[config.mk]
export PLATFORM = sky130hd
export DESIGN_NAME = control_unit
export DESIGN_NICKNAME = d
export VERILOG_FILES = /design/src/rtl/control_unit.sv
export SDC_FILE = /design/constraint.sdc
export NUM_CORES = 1
export LEC_CHECK = 0
export CORE_MARGIN = 4
export CORE_UTILIZATION = 46
export DETAILED_ROUTE_END_ITERATION = 12
export GPL_ROUTABILITY_DRIVEN = 0
export PLACE_DENSITY = 0.88
export SLEW_MARGIN = 10
export SYNTH_ARGS = -nofsm -noshare
export SYNTH_HDL_FRONTEND = slang
export SYNTH_SLANG_ARGS = --single-unit
export TNS_END_PERCENT = 20
[constraint.sdc]
create_clock -name clk -period 4.35 [get_ports clk]
set_input_delay 0.87 -clock clk [delete_from_list [all_inputs] [get_ports clk]]
set_output_delay 0.87 -clock clk [all_outputs]
set_load 0.01 [all_outputs]
[src/rtl/control_unit.sv]
// ---------------------------------------------------------------------------
// control_unit
//
// Hardwired Moore sequencer for the single-issue CPU datapath. Walks each
// instruction through fetch (T0-T3), decode (T4) and execute (T5-T9), and
// drives every register enable, memory strobe, bus driver and ALU opcode.
//
// Ports:
//   clk                  system clock, rising-edge active
//   clr                  asynchronous active-low reset
//   IR_Data[31:0]        current instruction, opcode in [31:27]
//   con_output           branch condition from the datapath
//   stop                 pause request, honoured only when entering T0
//   run                  high unless halted (or held in reset)
//   illegal_op           single-cycle flag in T4 for opcodes 11100-11111
//   *_enable             register load enables
//   read, write          memory strobes
//   Gra/Grb/Grc, r_enable, r_select, BAout   register-file select/encode
//   *_select             bus drivers (at most one active per state)
//   alu_instruction[4:0] ALU opcode
// ---------------------------------------------------------------------------
module control_unit #(
    parameter logic [4:0] ADD_OP = 5'b00011
) (
    input  logic       clk,
    input  logic       clr,
    input  logic [31:0] IR_Data,
    input  logic       con_output,
    input  logic       stop,
    output logic       run,
    output logic       illegal_op,
    output logic       PC_enable,
    output logic       PC_increment_enable,
    output logic       IR_enable,
    output logic       con_enable,
    output logic       Y_enable,
    output logic       Z_enable,
    output logic       MAR_enable,
    output logic       MDR_enable,
    output logic       HI_enable,
    output logic       LO_enable,
    output logic       manual_R15_enable,
    output logic       read,
    output logic       write,
    output logic       Gra,
    output logic       Grb,
    output logic       Grc,
    output logic       r_enable,
    output logic       r_select,
    output logic       BAout,
    output logic       PC_select,
    output logic       HI_select,
    output logic       LO_select,
    output logic       Z_HI_select,
    output logic       Z_LO_select,
    output logic       MDR_select,
    output logic       InPort_select,
    output logic       c_select,
    output logic [4:0] alu_instruction
);

    typedef enum logic [3:0] {
        T0, T1, T2, T3, T4, T5, T6, T7, T8, T9, PAUSE, HALT
    } state_t;

    localparam logic [4:0] OP_LD   = 5'b00000;
    localparam logic [4:0] OP_LDI  = 5'b00001;
    localparam logic [4:0] OP_ST   = 5'b00010;
    localparam logic [4:0] OP_ADD  = 5'b00011;
    localparam logic [4:0] OP_AND  = 5'b00101;
    localparam logic [4:0] OP_OR   = 5'b00110;
    localparam logic [4:0] OP_SHL  = 5'b01011;
    localparam logic [4:0] OP_ADDI = 5'b01100;
    localparam logic [4:0] OP_ANDI = 5'b01101;
    localparam logic [4:0] OP_ORI  = 5'b01110;
    localparam logic [4:0] OP_DIV  = 5'b01111;
    localparam logic [4:0] OP_MUL  = 5'b10000;
    localparam logic [4:0] OP_NEG  = 5'b10001;
    localparam logic [4:0] OP_NOT  = 5'b10010;
    localparam logic [4:0] OP_BRX  = 5'b10011;
    localparam logic [4:0] OP_JR   = 5'b10100;
    localparam logic [4:0] OP_JAL  = 5'b10101;
    localparam logic [4:0] OP_IN   = 5'b10110;
    localparam logic [4:0] OP_MFHI = 5'b11000;
    localparam logic [4:0] OP_MFLO = 5'b11001;
    localparam logic [4:0] OP_HALT = 5'b11011;

    state_t     state, next_state, last_state, fetch_entry;
    logic       started;
    logic [4:0] opcode;
    logic       is_rtype, is_imm;
    logic [4:0] imm_alu;
    logic       unused_ir_bits;

    assign opcode         = IR_Data[31:27];
    assign unused_ir_bits = ^IR_Data[26:0];
    assign is_rtype       = (opcode >= OP_ADD) && (opcode <= OP_SHL);
    assign is_imm         = (opcode >= OP_ADDI) && (opcode <= OP_ORI);

    // Immediate forms reuse the ALU opcode of their register counterpart.
    always_comb begin
        imm_alu = ADD_OP;
        if (opcode == OP_ANDI) imm_alu = OP_AND;
        if (opcode == OP_ORI)  imm_alu = OP_OR;
    end

    // started stays low until the first edge after reset release, so the
    // reset state (T0) does not present fetch outputs before T0 is entered.
    always_ff @(posedge clk or negedge clr) begin
        if (!clr) begin
            state   <= T0;
            started <= 1'b0;
        end else begin
            state   <= next_state;
            started <= 1'b1;
        end
    end

    // Final execute state of each instruction class.
    always_comb begin
        last_state = T4;
        if (is_rtype || is_imm) last_state = T6;
        else begin
            case (opcode)
                OP_NEG, OP_NOT, OP_JAL: last_state = T5;
                OP_DIV, OP_MUL, OP_BRX: last_state = T7;
                OP_LDI:                 last_state = T6;
                OP_LD:                  last_state = T9;
                OP_ST:                  last_state = T8;
                default:                last_state = T4;
            endcase
        end
    end

    assign fetch_entry = stop ? PAUSE : T0;

    always_comb begin
        next_state = state;
        if (!started) begin
            next_state = fetch_entry;
        end else begin
            case (state)
                T0:    next_state = T1;
                T1:    next_state = T2;
                T2:    next_state = T3;
                T3:    next_state = T4;
                PAUSE: next_state = stop ? PAUSE : T0;
                HALT:  next_state = HALT;
                default: begin
                    if (state == T4 && opcode == OP_HALT) begin
                        next_state = HALT;
                    end else if (state == last_state) begin
                        next_state = fetch_entry;
                    end else begin
                        case (state)
                            T4:      next_state = T5;
                            T5:      next_state = T6;
                            T6:      next_state = T7;
                            T7:      next_state = T8;
                            T8:      next_state = T9;
                            default: next_state = fetch_entry;
                        endcase
                    end
                end
            endcase
        end
    end

    // run reflects clr directly so it rises as soon as reset is released.
    assign run = clr && (state != HALT);

    always_comb begin
        illegal_op = 1'b0;  PC_enable = 1'b0;  PC_increment_enable = 1'b0;
        IR_enable = 1'b0;   con_enable = 1'b0; Y_enable = 1'b0;
        Z_enable = 1'b0;    MAR_enable = 1'b0; MDR_enable = 1'b0;
        HI_enable = 1'b0;   LO_enable = 1'b0;  manual_R15_enable = 1'b0;
        read = 1'b0;        write = 1'b0;      Gra = 1'b0;
        Grb = 1'b0;         Grc = 1'b0;        r_enable = 1'b0;
        r_select = 1'b0;    BAout = 1'b0;      PC_select = 1'b0;
        HI_select = 1'b0;   LO_select = 1'b0;  Z_HI_select = 1'b0;
        Z_LO_select = 1'b0; MDR_select = 1'b0; InPort_select = 1'b0;
        c_select = 1'b0;    alu_instruction = 5'b00000;

        if (started) begin
            case (state)
                T0: begin PC_select = 1'b1; MAR_enable = 1'b1; PC_increment_enable = 1'b1; end
                T1: read = 1'b1;
                T2: begin read = 1'b1; MDR_enable = 1'b1; end
                T3: begin MDR_select = 1'b1; IR_enable = 1'b1; end
                T4, T5, T6, T7, T8, T9: begin
                    if (is_rtype || is_imm) begin
                        case (state)
                            T4: begin Grb = 1'b1; r_select = 1'b1; Y_enable = 1'b1; end
                            T5: begin
                                Z_enable = 1'b1;
                                if (is_imm) begin
                                    c_select = 1'b1; alu_instruction = imm_alu;
                                end else begin
                                    Grc = 1'b1; r_select = 1'b1; alu_instruction = opcode;
                                end
                            end
                            T6: begin Z_LO_select = 1'b1; Gra = 1'b1; r_enable = 1'b1; end
                            default: ;
                        endcase
                    end else begin
                        case (opcode)
                            OP_NEG, OP_NOT: case (state)
                                T4: begin Grb = 1'b1; r_select = 1'b1; alu_instruction = opcode; Z_enable = 1'b1; end
                                T5: begin Z_LO_select = 1'b1; Gra = 1'b1; r_enable = 1'b1; end
                                default: ;
                            endcase
                            OP_DIV, OP_MUL: case (state)
                                T4: begin Gra = 1'b1; r_select = 1'b1; Y_enable = 1'b1; end
                                T5: begin Grb = 1'b1; r_select = 1'b1; alu_instruction = opcode; Z_enable = 1'b1; end
                                T6: begin Z_LO_select = 1'b1; LO_enable = 1'b1; end
                                T7: begin Z_HI_select = 1'b1; HI_enable = 1'b1; end
                                default: ;
                            endcase
                            OP_LD, OP_LDI, OP_ST: case (state)
                                T4: begin Grb = 1'b1; BAout = 1'b1; Y_enable = 1'b1; end
                                T5: begin c_select = 1'b1; alu_instruction = ADD_OP; Z_enable = 1'b1; end
                                T6: begin
                                    Z_LO_select = 1'b1;
                                    if (opcode == OP_LDI) begin
                                        Gra = 1'b1; r_enable = 1'b1;
                                    end else begin
                                        MAR_enable = 1'b1;
                                    end
                                end
                                T7: begin
                                    if (opcode == OP_ST) begin
                                        Gra = 1'b1; r_select = 1'b1; MDR_enable = 1'b1;
                                    end else begin
                                        read = 1'b1;
                                    end
                                end
                                T8: begin
                                    if (opcode == OP_ST) begin
                                        write = 1'b1;
                                    end else begin
                                        read = 1'b1; MDR_enable = 1'b1;
                                    end
                                end
                                T9: begin MDR_select = 1'b1; Gra = 1'b1; r_enable = 1'b1; end
                                default: ;
                            endcase
                            OP_BRX: case (state)
                                T4: begin Gra = 1'b1; r_select = 1'b1; con_enable = 1'b1; end
                                T5: begin PC_select = 1'b1; Y_enable = 1'b1; end
                                T6: begin c_select = 1'b1; alu_instruction = ADD_OP; Z_enable = 1'b1; end
                                T7: begin
                                    // Branch not taken leaves the PC alone.
                                    if (con_output) begin
                                        Z_LO_select = 1'b1; PC_enable = 1'b1;
                                    end
                                end
                                default: ;
                            endcase
                            OP_JR: if (state == T4) begin
                                Gra = 1'b1; r_select = 1'b1; PC_enable = 1'b1;
                            end
                            OP_JAL: case (state)
                                T4: begin PC_select = 1'b1; manual_R15_enable = 1'b1; end
                                T5: begin Gra = 1'b1; r_select = 1'b1; PC_enable = 1'b1; end
                                default: ;
                            endcase
                            OP_MFHI: if (state == T4) begin
                                HI_select = 1'b1; Gra = 1'b1; r_enable = 1'b1;
                            end
                            OP_MFLO: if (state == T4) begin
                                LO_select = 1'b1; Gra = 1'b1; r_enable = 1'b1;
                            end
                            OP_IN: if (state == T4) begin
                                InPort_select = 1'b1; Gra = 1'b1; r_enable = 1'b1;
                            end
                            default: if (state == T4 && opcode[4:2] == 3'b111) begin
                                illegal_op = 1'b1;
                            end
                        endcase
                    end
                end
                default: ;
            endcase
        end
    end

endmodule

* Word-level counts from Yosys, hierarchy flattened *
Memory sizes are Yosys's and may differ from the RTL's.
Index checks and enable logic that the tools add are counted.

storage, ports and cells
  bits in registers = 5
  bits in read-only memories = 128
  bits of input ports = 36
  output and inout port bits = 34
  logic and storage cells = 205
  memories kept = 1

operators by class
  $lt $le $gt $ge = 4
  equality and inequality tests = 29
  muxes and demuxes = 147
  reduce and logical (&&, ||, !) cells = 22

memory list
  name              depth  width  rd ports  clocked after Yosys merged registers in  write ports  RTL line  text
  (name not given)  32     4      1         0                                        0            124       case (opcode)

operators by type and width
  operator            number
  $mux 1              109
  $eq 5x5->1 const B  10
  $mux 5              7
  $pmux 1 s2          12
  $pmux 4 s6          1
  $mux 4              5
  $pmux 4 s5          1
  $pmux 5 s4          1
  $pmux 1 s3          6
  $eq 4x3->1 const B  4
  $eq 4x4->1 const B  4
  $eq 5x4->1 const B  3
  $reduce_or 13->1    1
  $le 5x4->1 const B  2
  $reduce_or 2->1     5
  $reduce_or 5->1     2
  $reduce_or 3->1     3
  $eq 4x2->1 const B  2
  $reduce_or 7->1     1
  $mux 3              2
  $reduce_or 6->1     1
  $eq 5x1->1 const B  1
  $eq 5x2->1 const B  1
  $ge 5x2->1 const B  1
  other kinds (12)    17

* Longest topological paths before layout *
Gate-level depths: netlist (run 1).

  depth after elaboration = 9
  gate-level depth with buffers = 9

* Worst setup path after synthesis (run 1) *
No wires, ideal clock.

  kind = in2out
  start = input port IR_Data[27]
  end = output port Z_HI_select
  arrival = 2,520 ps
  setup slack = 960 ps
  cell stages on the path = 7
  path buffers = 2
  path through = ha_1 -> a2111oi_4 -> nor3_2 -> a21o_1 -> clkbuf_1 -> nor3_1 -> buf_4

between the ends
  word-level cells in the longest chain between the ends = 6
  elaborated cells on any way between the ends = 14
  those cells by class = order compare: 4; eq/ne: 2; mux: 4; reduce/logical: 4

RTL lines
  item                                        RTL line  text
  start: declaration                          27        input logic [31:0] IR_Data,
  $ge 5x2->1 (tied with other cells)          97        assign is_rtype = (opcode >= OP_ADD) && (opcode <= OP_SHL);
  $logic_and 1x1->1 (tied with other cells)   97
  $logic_or 1x1->1 or $mux 1 (tied branches)  --
  $mux 1 (*) (3 in series)                    --
  end: declaration                            54        output logic Z_HI_select,

Mark *: on every way between the ends. The rest lies on a longest branch, timed or not.

* Final worst setup path (run 1) *
  start = input port IR_Data[27]
  end = output port alu_instruction[1]

between the ends
  word-level cells in the longest chain between the ends = 8
  elaborated cells on any way between the ends = 28
  those cells by class = order compare: 4; eq/ne: 9; mux: 8; reduce/logical: 7

RTL lines
  item                                                RTL line  text
  branches (longest 5 deep; another with $ge 5x4->1)  --
  $mux 5 (*)                                          191       if (is_rtype || is_imm) begin
  $mux 5 (*)                                          185       case (state)
  $mux 5 (*)                                          184       if (started) begin
  end: declaration                                    59        output logic [4:0] alu_instruction

Every way passes the cells marked *.

==> results of run 1 <==
[timing repair]
item / CTS / global route
resized for setup: 1 / 7
hold buffers: 0 / 0
endpoints found under the setup margin: 1 / 11
setup buffers: 0 / 0
[routing by layer]
| layer | track usage, % | vias to the layer above | part of all wire, % |
|---|---|---|---|
| met5 | 0 | - | 0 |
| met3 | 3.42 | 17 | 12 |
| met1 | 33.5 | 943 | 40 |
| li1 | - | 983 | - |
| met2 | 38.7 | 135 | 47 |
| met4 | 8.29 | 0 | 1.6 |
[through the flow]
stage               hold slack [ps]  util (%)  std cells
floorplan                       574         -        238
detailed placement              767      67.8        331
global placement                751      67.8        331
CTS                             778      68.9        335
finish                          790      69.7        335
global route                    835      69.7        335
[flip-flops by register name, summed over array words and instances, names as in the netlist]
name     cells
state        4
started      1
[power breakdown]
part           total, mW  internal (mW)  leakage [nW]  switching [mW]
sequential         0.122         0.0597        0.0619          0.0618
combinational      0.378          0.173         0.755           0.205
clock             0.0512         0.0345        0.0150          0.0167
[path summary, 6_finish.rpt]
check / cells past startpoint / slack (ps) / from / to
min in group asynchronous: 1 / 860 / clr / state[1]$_DFF_PN0_
max in group asynchronous: 1 / 3290 / clr / state[0]$_DFF_PN0_
worst min-delay path: 1 / 790 / started$_DFF_PN0_ / state[0]$_DFF_PN0_
worst max-delay path: 10 / 130 / IR_Data[27] / alu_instruction[1]
worst max register to register: 5 / 2120 / state[0]$_DFF_PN0_ / state[3]$_DFF_PN0_
worst min register to register: 1 / 790 / started$_DFF_PN0_ / state[0]$_DFF_PN0_
[area by class of cell]
| type | instances | area, um2 |
|---|---|---|
| multi-input cells | 208 | 1290 |
| inverters | 5 | 18.8 |
| flip-flops and latches | 5 | 125 |
| fillers | 261 | 941 |
| clock buffers | 4 | 26.3 |
| repair buffers | 69 | 643 |
| well taps | 44 | 55.1 |
[layout by cell type, fill, tap and decap left out, types with 4 or more instances in the layout]
cell type,n
nor3_1,12
buf_4,26
o22ai_1,4
a21oi_1,17
clkdlybuf4s50_1,39
dfrtp_1,5
inv_1,5
nand3_1,10
nor2_1,25
and2_1,5
o21ai_0,14
nand2b_1,8
nor3b_1,4
nand2_1,30
o21a_1,7
a21o_1,5
a31oi_1,5
nor2b_1,6
[logic make-up (layout without fill, tap and decap cells)]
family	after synthesis	after routing	share of synthesized area [%]
AOI/OAI and AO/OA	81	81	37.8
xor gates and xnor gates	4	4	2.32
adders and majority gates	4	4	3.31
buffers and inverters	25	78	7.70
DFF	5	5	8.28
other	1	1	0.248
and+or+nand+nor	118	118	40.3
==> results.toml, run 1 <==
[final_layout]
nNetsFinal = 332
finalInstanceArea_um2 = 2160
area_delta_synth_final_pct = 43.0
drive_above_1_share_pct = 14.1
diodes = 0

[yosys]
yosysTopAreaCell = "dfrtp_1"
yosysMostFrequentCell = "nand2_1"
yosysSeqAreaShare_pct = 8.28
syn_area_um2 = 1510
ys_warn_count = 0
synth.distinct_cells = 56
synth_fp_nets = 278
synth_edf_count = 0
syn_inst = 238
synth_common_cells = "nand2_1, nor2_1, a21oi_1"
synth_flop_cell = "dfrtp_1"
ys_seq_elements = 5
yosysTopAreaCellShare_pct = 8.28
ys_async_sr_fraction_pct = 100
yosys-top-cells-area = "dfrtp_1, nand2_1, nor2_1, a21oi_1, o21ai_0"
avgSynthCellArea_um2 = 6.35

[setup_path]
worst_ep_required_time_ps = 3480
crit_family = "buffers and inverters"
end_kind = "output pin"
critPathKind = "in -> out"
cpMostUsedCell = "clkdlybuf4s50_1"
cp.arrival_ps = 3350
crit_path_max_fanout = 4
cp_slowest_cell = "clkdlybuf4s50_1"
crit_chain = "clkdlybuf4s50_1, ha_2, and4b_1, nor3_4, and2_1, a221oi_1, buf_4, a21oi_1, o21a_1, clkdlybuf4s50_1"
slowest_delay_ps = 530
crit_buf_inv = 3
critPathLaunchType = "input port"

[die]
core_um2 = 3100
die_h_um = 65.3
row_count = 20
pin_count = 70
initial_core_util_pct = 48.7
die_area_um2 = 4270
fp.dieW_um = 65.3

[sta]
setup_tns_ps = 0
fin_ws_ps = 126
relSlewSlack_pct = 55.4
final-hold-violation-count = 0
fin_crit_sh_pct = 97.1
skew_ps = 0.661
worst-slew-pin-transition_ps = 664
slew_viol_final = 0
grt_setup_unrepaired = "no"
setup_viol = 0
period_minus_slack_ps = 4220
fmax_ghz = 0.237

[route]
detail-route-antenna-nets = 0
drtIter0Drc = 252
drt-vias-per-instance = 6.20
dr.pass1.iters = 5
drc = 0
wl_mm = 5.27
via_count = 2078
wl_per_cell_um = 15.7

[placed_design]
portBuffers = 42
placed_area_um2 = 2100
post-dp-hpwl_mm = 4.05
dp_slack_ps = -11.7

[min_path]
hold_path.class = "reg -> reg"

[clock_tree]
clock_sinks = 5
clkTransAtPathRegs_ps = 40
cts_buffer_depth = 2
cts_buffers = 3
cts_tree = "done"
cts_root_buf = "clkbuf_4"
htree_levels = 1
clock_latency_ps = 230

[grt]
antenna_found_initial = 0
overflow = 0
grt_max_degree = 23
grt_pass1_wl_mm = 8.47
grt_pass1_vias = 1902
track_usage_pct = 24.3

[run]
cap_violations = 0

[power]
total_power_uw = 551
p_leak_nw = 0.832
pwr_density_cell_nw_per_um2 = 255
vdd_drop_max_uv = 209

[run_status]
status = "complete, no violations"
Note: power is estimated with default switching activity, not from simulation.
==> run 2, diff against run 1 <==
--- a/config.mk
+++ b/config.mk
@@ -9,6 +9,7 @@
 export CORE_UTILIZATION = 46
 export DETAILED_ROUTE_END_ITERATION = 12
 export GPL_ROUTABILITY_DRIVEN = 0
+export GPL_TIMING_DRIVEN = 1
 export PLACE_DENSITY = 0.88
 export SLEW_MARGIN = 10
 export SYNTH_ARGS = -nofsm -noshare
==> results of run 2 <==
Same layout as run 1: the final DEF is identical, and so are final timing and power.
